--- config.mk ---
export PLATFORM = sky130hd
export DESIGN_NAME = fp16_mul_operand_prep
export DESIGN_NICKNAME = d
export VERILOG_FILES = /design/src/rtl/fp16_mul_operand_prep.sv
export SDC_FILE = /design/constraint.sdc
export NUM_CORES = 1
export LEC_CHECK = 0
export BUFFER_PORTS_ARGS = -buffer_cell sky130_fd_sc_hd__clkbuf_2
export CORE_MARGIN = 5
export CORE_UTILIZATION = 54
export DETAILED_ROUTE_END_ITERATION = 6
export PLACE_DENSITY = 0.89
export SETUP_SLACK_MARGIN = 0.15
export SYNTH_ARGS = -nofsm -noshare
export SYNTH_HDL_FRONTEND = slang
export SYNTH_SLANG_ARGS = --single-unit
export TNS_END_PERCENT = 30
--- constraint.sdc ---
create_clock -name clk -period 5.1 [get_ports clk]
set_input_delay 0.51 -clock clk [delete_from_list [all_inputs] [get_ports clk]]
set_output_delay 0.51 -clock clk [all_outputs]
set_load 0.02 [all_outputs]
--- src/rtl/fp16_mul_operand_prep.sv ---
// Operand preparation stage for the FP16 multiplier: classifies both operands,
// resolves special products, and normalizes subnormals one shift per cycle.
module fp16_mul_operand_prep #(
  parameter int BIAS  = 15,
  parameter int EXP_W = 7
) (
  input  logic                    clk,
  input  logic                    rst_n,
  input  logic                    in_valid,
  output logic                    in_ready,
  input  logic [15:0]             in_a,
  input  logic [15:0]             in_b,
  output logic                    out_valid,
  input  logic                    out_ready,
  output logic                    out_sign,
  output logic [10:0]             out_man_a,
  output logic [10:0]             out_man_b,
  output logic signed [EXP_W-1:0] out_exp_a,
  output logic signed [EXP_W-1:0] out_exp_b,
  output logic                    out_special,
  output logic [15:0]             out_result
);

  typedef enum logic [1:0] {IDLE, NORM, HOLD} state_t;

  typedef struct packed {
    logic zero;
    logic inf;
    logic nan;
  } cls_t;

  function automatic cls_t classify(input logic [15:0] x);
    cls_t c;
    c.zero = (x[14:10] == 5'd0)  && (x[9:0] == 10'd0);
    c.inf  = (x[14:10] == 5'h1F) && (x[9:0] == 10'd0);
    c.nan  = (x[14:10] == 5'h1F) && (x[9:0] != 10'd0);
    return c;
  endfunction

  // Subnormals share the exponent of the smallest normal (1 - BIAS).
  function automatic logic signed [EXP_W-1:0] unbias(input logic [4:0] e);
    return (e != 5'd0) ? EXP_W'(int'(e) - BIAS) : EXP_W'(1 - BIAS);
  endfunction

  state_t state;
  cls_t   cls_a, cls_b;
  logic   accept;

  logic                    ld_sign, ld_special;
  logic [15:0]             ld_result;
  logic [10:0]             ld_man_a, ld_man_b;
  logic signed [EXP_W-1:0] ld_exp_a, ld_exp_b;
  state_t                  ld_state;

  logic [10:0]             sh_man_a, sh_man_b;
  logic signed [EXP_W-1:0] sh_exp_a, sh_exp_b;

  assign in_ready = (state == IDLE) || ((state == HOLD) && out_ready);
  assign accept   = in_valid && in_ready;
  assign cls_a    = classify(in_a);
  assign cls_b    = classify(in_b);

  always_comb begin
    // NOTE: every output of this block gets a default up front so no path
    // leaves a signal unassigned, which would otherwise infer a latch.
    ld_sign    = in_a[15] ^ in_b[15];
    ld_special = 1'b0;
    ld_result  = 16'h0000;
    ld_man_a   = '0;
    ld_man_b   = '0;
    ld_exp_a   = '0;
    ld_exp_b   = '0;
    if (cls_a.nan || cls_b.nan || (cls_a.inf && cls_b.zero) || (cls_a.zero && cls_b.inf)) begin
      ld_special = 1'b1;
      ld_sign    = 1'b0;
      ld_result  = 16'h7E00;
    end else if (cls_a.inf || cls_b.inf) begin
      ld_special = 1'b1;
      ld_result  = {ld_sign, 5'h1F, 10'h000};
    end else if (cls_a.zero || cls_b.zero) begin
      ld_special = 1'b1;
      ld_result  = {ld_sign, 15'h0000};
    end else begin
      ld_man_a = {in_a[14:10] != 5'd0, in_a[9:0]};
      ld_man_b = {in_b[14:10] != 5'd0, in_b[9:0]};
      ld_exp_a = unbias(in_a[14:10]);
      ld_exp_b = unbias(in_b[14:10]);
    end
    ld_state = (ld_special || (ld_man_a[10] && ld_man_b[10])) ? HOLD : NORM;
  end

  // One normalization step: only operands still missing the leading one move.
  always_comb begin
    sh_man_a = out_man_a[10] ? out_man_a : {out_man_a[9:0], 1'b0};
    sh_man_b = out_man_b[10] ? out_man_b : {out_man_b[9:0], 1'b0};
    sh_exp_a = out_man_a[10] ? out_exp_a : out_exp_a - EXP_W'(1);
    sh_exp_b = out_man_b[10] ? out_exp_b : out_exp_b - EXP_W'(1);
  end

  always_ff @(posedge clk) begin
    // NOTE: state registers use non-blocking assignments so every flop
    // samples pre-edge values regardless of statement order.
    if (!rst_n) begin
      state       <= IDLE;
      out_valid   <= 1'b0;
      out_special <= 1'b0;
      out_result  <= 16'h0000;
      out_sign    <= 1'b0;
      out_man_a   <= '0;
      out_man_b   <= '0;
      out_exp_a   <= '0;
      out_exp_b   <= '0;
    end else if (accept) begin
      state       <= ld_state;
      out_valid   <= (ld_state == HOLD);
      out_special <= ld_special;
      out_result  <= ld_result;
      out_sign    <= ld_sign;
      out_man_a   <= ld_man_a;
      out_man_b   <= ld_man_b;
      out_exp_a   <= ld_exp_a;
      out_exp_b   <= ld_exp_b;
    end else begin
      case (state)
        NORM: begin
          out_man_a <= sh_man_a;
          out_man_b <= sh_man_b;
          out_exp_a <= sh_exp_a;
          out_exp_b <= sh_exp_b;
          if (sh_man_a[10] && sh_man_b[10]) begin
            state     <= HOLD;
            out_valid <= 1'b1;
          end
        end
        HOLD: begin
          if (out_ready) begin
            state     <= IDLE;
            out_valid <= 1'b0;
          end
        end
        default: ;
      endcase
    end
  end

endmodule

==> After elaboration in Yosys (flattened, before gate mapping) <==
Cells that the tools add are included.
{ "classes": {"add_sub_neg": 4, "n_reduce_logical": 33, "n_eq_ne": 9, "muxes": 42, "n_bitwise": 1} }
{ "ops": {"columns": ["op", "count"], "rows": [
  ["$mux 11", 12],
  ["$mux 7", 14],
  ["$mux 16", 3],
  ["$logic_not 10->1", 2],
  ["$reduce_bool 10->1", 2],
  ["$sub 7x2->7 const B", 2],
  ["$logic_and 1x1->1", 12],
  ["$sub 5x4->6 const B", 2],
  ["$eq 5x5->1 const B", 2],
  ["$logic_not 5->1", 2],
  ["$reduce_bool 5->1", 2],
  ["$mux 2", 4],
  ["$logic_or 1x1->1", 7],
  ["$mux 1", 7],
  ["$ne 3x3->1 const B", 2],
  ["$eq 2x2->1 const B", 2],
  ["$ne 2x1->1 const B", 2],
  ["$pmux 2 s2", 1],
  ["$reduce_and 2->1", 2],
  ["$reduce_and 3->1", 1],
  ["$reduce_bool 3->1", 1],
  ["$eq 2x1->1 const B", 1],
  ["$logic_not 2->1", 1],
  ["$pmux 1 s2", 1],
  ["other kinds (2)", 2]
]} }
{ "totals": {"register_bits": 57, "out_inout_bits": 56} }

==> Depth between registers and ports, before layout <==
{ "depth": {"depth_word": 11, "depth_mapped": 8, "ltp_nobuf": 7} }

==> Worst setup path before layout <==
OpenSTA, ideal clock, no wires.
{ "synth_path": {"path_kind": "in2reg", "from": "in in_a[10]", "to": "reg out_exp_b[2]", "t_required_ns": 5.030, "path_buffers": 0, "arrival_time_ns": 2.102, "path_slack_ns": 2.928, "stages": 7, "setup_ns": 0.070, "cell_sequence": "ha_1 -> and3_1 -> ha_1 -> nor4_4 -> nand2_1 -> or3_1 -> a21oi_1"} }
{ "synth_via": {"elab_chain_cells": 7} }
{ "synth_lines": {"columns": ["item", "line_no", "rtl"], "rows": [
  ["from (decl)", "11", "input logic [15:0] in_a,"],
  ["$logic_not 5->1 or $eq 5x5->1 (tied branches)", "34, 35, 36", null],
  ["$logic_and 1x1->1 (on tied branches)", "34, 35, 36", null],
  ["$logic_or 1x1->1 (tied with other cells)", "80", "end else if (cls_a.zero || cls_b.zero) begin"],
  ["$mux 7 or $logic_or 1x1->1 (tied branches)", "80, 73", null],
  ["$mux 7 or $logic_or 1x1->1 (tied branches)", "77, 73", null],
  ["$mux 7 (*)", "73", "if (cls_a.nan || cls_b.nan || (cls_a.inf && cls_b.zero) || (cls_a.zero && cls_b.inf)) begin"],
  ["$mux 7 (*)", "113", "end else if (accept) begin"],
  ["to (signal assigned)", "122", "out_exp_b <= ld_exp_b;"],
  ["to (signal assigned)", "129", "out_exp_b <= sh_exp_b;"],
  ["to (decl)", "19", "output logic signed [EXP_W-1:0] out_exp_b,"]
]} }
Every way passes the cells marked *; elsewhere a longest branch is shown, timed or not.
A chain may end at the register's enable or synchronous reset.

==> Worst setup path after layout <==
{ "layout_path": {"from": "in in_a[10]", "to": "reg out_exp_b[1]"} }
The elaborated chain is that of the path after synthesis.

==> impl_metrics.ini <==
[cts]
post-cts-setup-buffers = 0
clk_pin_slew_ns = 0.09
cts_made_buffers = 5
clockRootBuffer = clkbuf_8
cts_buffer_depth = 2
cts_hold_buf = 0
h-tree-depth = 2
cts_tree = yes
clock_latency_ns = 0.30
cts_resized = 0
clock_sinks = 43

[setup_path]
cp-end-kind = flop
crit_buf_inv = 1
crit_chain = clkbuf_2, ha_1, and3_1, ha_1, nor4_4, and3_4, o21ai_0, a21oi_1
start_kind = primary input
slowest_delay_ns = 0.47
crit_fanout = 21
required_ns = 5.34
crit_path_top_delay_cell = nor4_4
critPathKind = in2reg
crit_top_cell = ha_1
cp_top_family = simple AND/OR/NAND/NOR gates
arrival_ns = 2.50

[die]
io_pins = 92
die_area_um2 = 6190
coreArea_um2 = 4660
die-width_um = 78.7
die_h_um = 78.7
rows = 25
initial_utilization = 0.546

[pwr]
power_frac_clock = 0.249
netSwitchingFraction = 0.363
intPower_uw = 558
seqPwrFrac = 0.459
share_comb_of_total_power = 0.292
powerDensity_nw_per_um2 = 294
peakVddDrop_v = 0.000203
p_sw_uw = 318
p_leak_nw = 1.35

[routing]
postRouteAntennaNets = 0
avgRoutedWirePerCell_um = 15.5
drt_iter0_drc = 295
viasPerCell = 6.03
drt-total-wl_um = 7000
first_pass_iters = 5
drc = 0
via_count = 2725

[cells_and_area]
area_delta_synth_final_pct = 17.1
post-route-util = 0.640
diodes = 0
seq_area_um2 = 861
layout-drive-gt1-share = 0.266
multi_input_area_um2 = 1510
fill_cells = 407
nets = 441

[grt]
grt_use_total = 0.217
antenna_found_initial = 0
grt_max_degree = 45
grt_pass1_vias = 2393
grt_pass1_wl_um = 10900
grt_overflow = 0

[logic_synthesis]
synth_edf_count = 0
synth_area_um2 = 2550
ys_async_sr_fraction = 0
yosysSeqAreaShare = 0.338
synth.distinct_cells = 51
yosysWarnings = 0
yosys_register_bits = 43
synth_ff_type = dfxtp_1
synth.avg_cell_area_um2 = 7.79
synthCells = 327

[sta]
finalMaxSlewViolations = 0
relSlewSlack = 0.227
setup_ws_ns = 2.85
fin_setup_tns_ns = 0
setup-violations-final = 0
max_slew.worst_pin.slew_ns = 1.15
max_freq_mhz = 444
fin_worst_skew_ns = 0.00908
fin_crit_ns = 2.25
hold_violations = 0
rsz0062_at_grt = false
period_share = 0.441

[placement]
dp_worst_setup_slack_ns = 2.57
port_buffers = 82
dpl.hpwl_um = 4960
routabilityCongestion = 0.943

[min_path]
hold_class = in2reg

[status]
outcome = completed

[flow_run]
drv_cap = 0
kinds of logic after synthesis:
kind of cell,Yosys count,synth area share
AO/OA/AOI/OAI,122,0.279
XOR/XNOR,10,0.0344
adder cells (fa/ha/maj),8,0.0393
buffers and inverters,40,0.0835
flip-flops,43,0.338
multiplexers,1,0.00442
other,1,0.00147
AND/OR/NAND/NOR,102,0.220
through the flow:
stage / area (µm²) / total power [mW] / hold slack [ns] / cells
detailed placement: 2900 / 0.660 / 0.490 / 444
global route: 2980 / 0.919 / 0.430 / 452
global placement: 2900 / 0.655 / 0.483 / 444
floorplan: 2580 / 0.584 / 0.550 / 335
CTS: 2980 / 0.874 / 0.432 / 452
finish: 2980 / 0.876 / 0.437 / 452
flip-flops by register name, indices dropped and copies added, names as in the netlist, 3 cells and up:
signal	count
out_man_a	11
out_man_b	11
out_exp_a	7
out_exp_b	7
out_result	3
cell usage after synthesis, types with 3 or more instances:
cell	instances	share of area
nand4_1	3	0.0074
buf_4	14	0.041
a21oi_1	33	0.065
nand2_1	35	0.052
and2_1	3	0.0074
clkbuf_1	11	0.016
and3_1	3	0.0074
nor2_1	18	0.027
nand2b_1	4	0.0098
nor4_1	5	0.012
inv_1	12	0.018
dfxtp_1	43	0.34
xnor2_1	6	0.021
xor2_1	4	0.014
o21ai_0	61	0.12
nor3_1	5	0.0098
o221a_2	4	0.018
nor2b_1	3	0.0074
o22ai_1	4	0.0098
ha_1	8	0.039
nand3_1	12	0.024
cells in the final DEF (no fill, tap or decap), types with 2 or more instances in the layout:
cell type,netlist,layout
o221a_2,4,4
nor3_1,5,5
nand2_1,35,35
nor4_1,5,5
nor4b_4,2,2
o21ai_0,61,61
inv_1,12,12
a22o_1,2,2
nor3b_1,2,2
dfxtp_1,43,43
clkbuf_8,0,5
clkbuf_2,0,82
nor2_1,18,18
ha_1,8,8
a21o_1,2,2
nand2b_1,4,4
nor2b_1,3,3
a21oi_1,33,33
xnor2_1,6,6
and2_1,3,3
nand4_1,3,3
o21ai_2,1,2
and3_1,3,3
xor2_1,4,4
conb_1,1,9
o22ai_1,4,4
nand3_1,12,12
worst min-delay path: cells and delay by family:
family          cells  cell delay, ns
compound gates      1            0.05
buf+inv             1            0.09
simple gates        1            0.05
worst paths after layout:
| path | endpoint | depth (start not counted) | start | slack [ns] |
|---|---|---|---|---|
| max | out_exp_b[1]$_SDFFE_PN0P_ | 8 | in_a[10] | 2.85 |
| min | out_man_a[7]$_SDFFE_PN0P_ | 3 | in_a[7] | 0.44 |
| max reg2reg | out_man_a[0]$_SDFFE_PN0P_ | 5 | state[0]$_SDFFE_PN0P_ | 3.07 |
| min reg2reg | out_sign$_SDFFE_PN0P_ | 2 | out_sign$_SDFFE_PN0P_ | 0.51 |
routing by layer:
| layer | global-route usage | share of wire | up-vias | wire [µm] |
|---|---|---|---|---|
| met5 | 0 | 0 | - | 0 |
| met4 | 0.0822 | 0.020 | 0 | 143 |
| met3 | 0.0436 | 0.094 | 16 | 659 |
| met2 | 0.340 | 0.45 | 157 | 3150 |
| met1 | 0.293 | 0.43 | 1265 | 3050 |
| li1 | - | - | 1287 | - |
cell type report:
cell class,count,area share
multi-input combinational,252,0.505
sequential,43,0.289
timing repair buffer,83,0.140
clock buffer,6,0.0243
tap,54,0.0227
inverter,12,0.0151
clock inverter,2,0.00419
power by group through the flow:
stage | Sequential, mW | Combinational, mW | Clock, mW
6_report | 0.402 | 0.256 | 0.218
5_1_grt | 0.406 | 0.279 | 0.233
4_1_cts | 0.400 | 0.254 | 0.219
3_5_place_dp | 0.408 | 0.252 | 0
3_3_place_gp | 0.407 | 0.248 | 0
2_1_floorplan | 0.439 | 0.145 | 0
(Power assumes the default switching activity.)
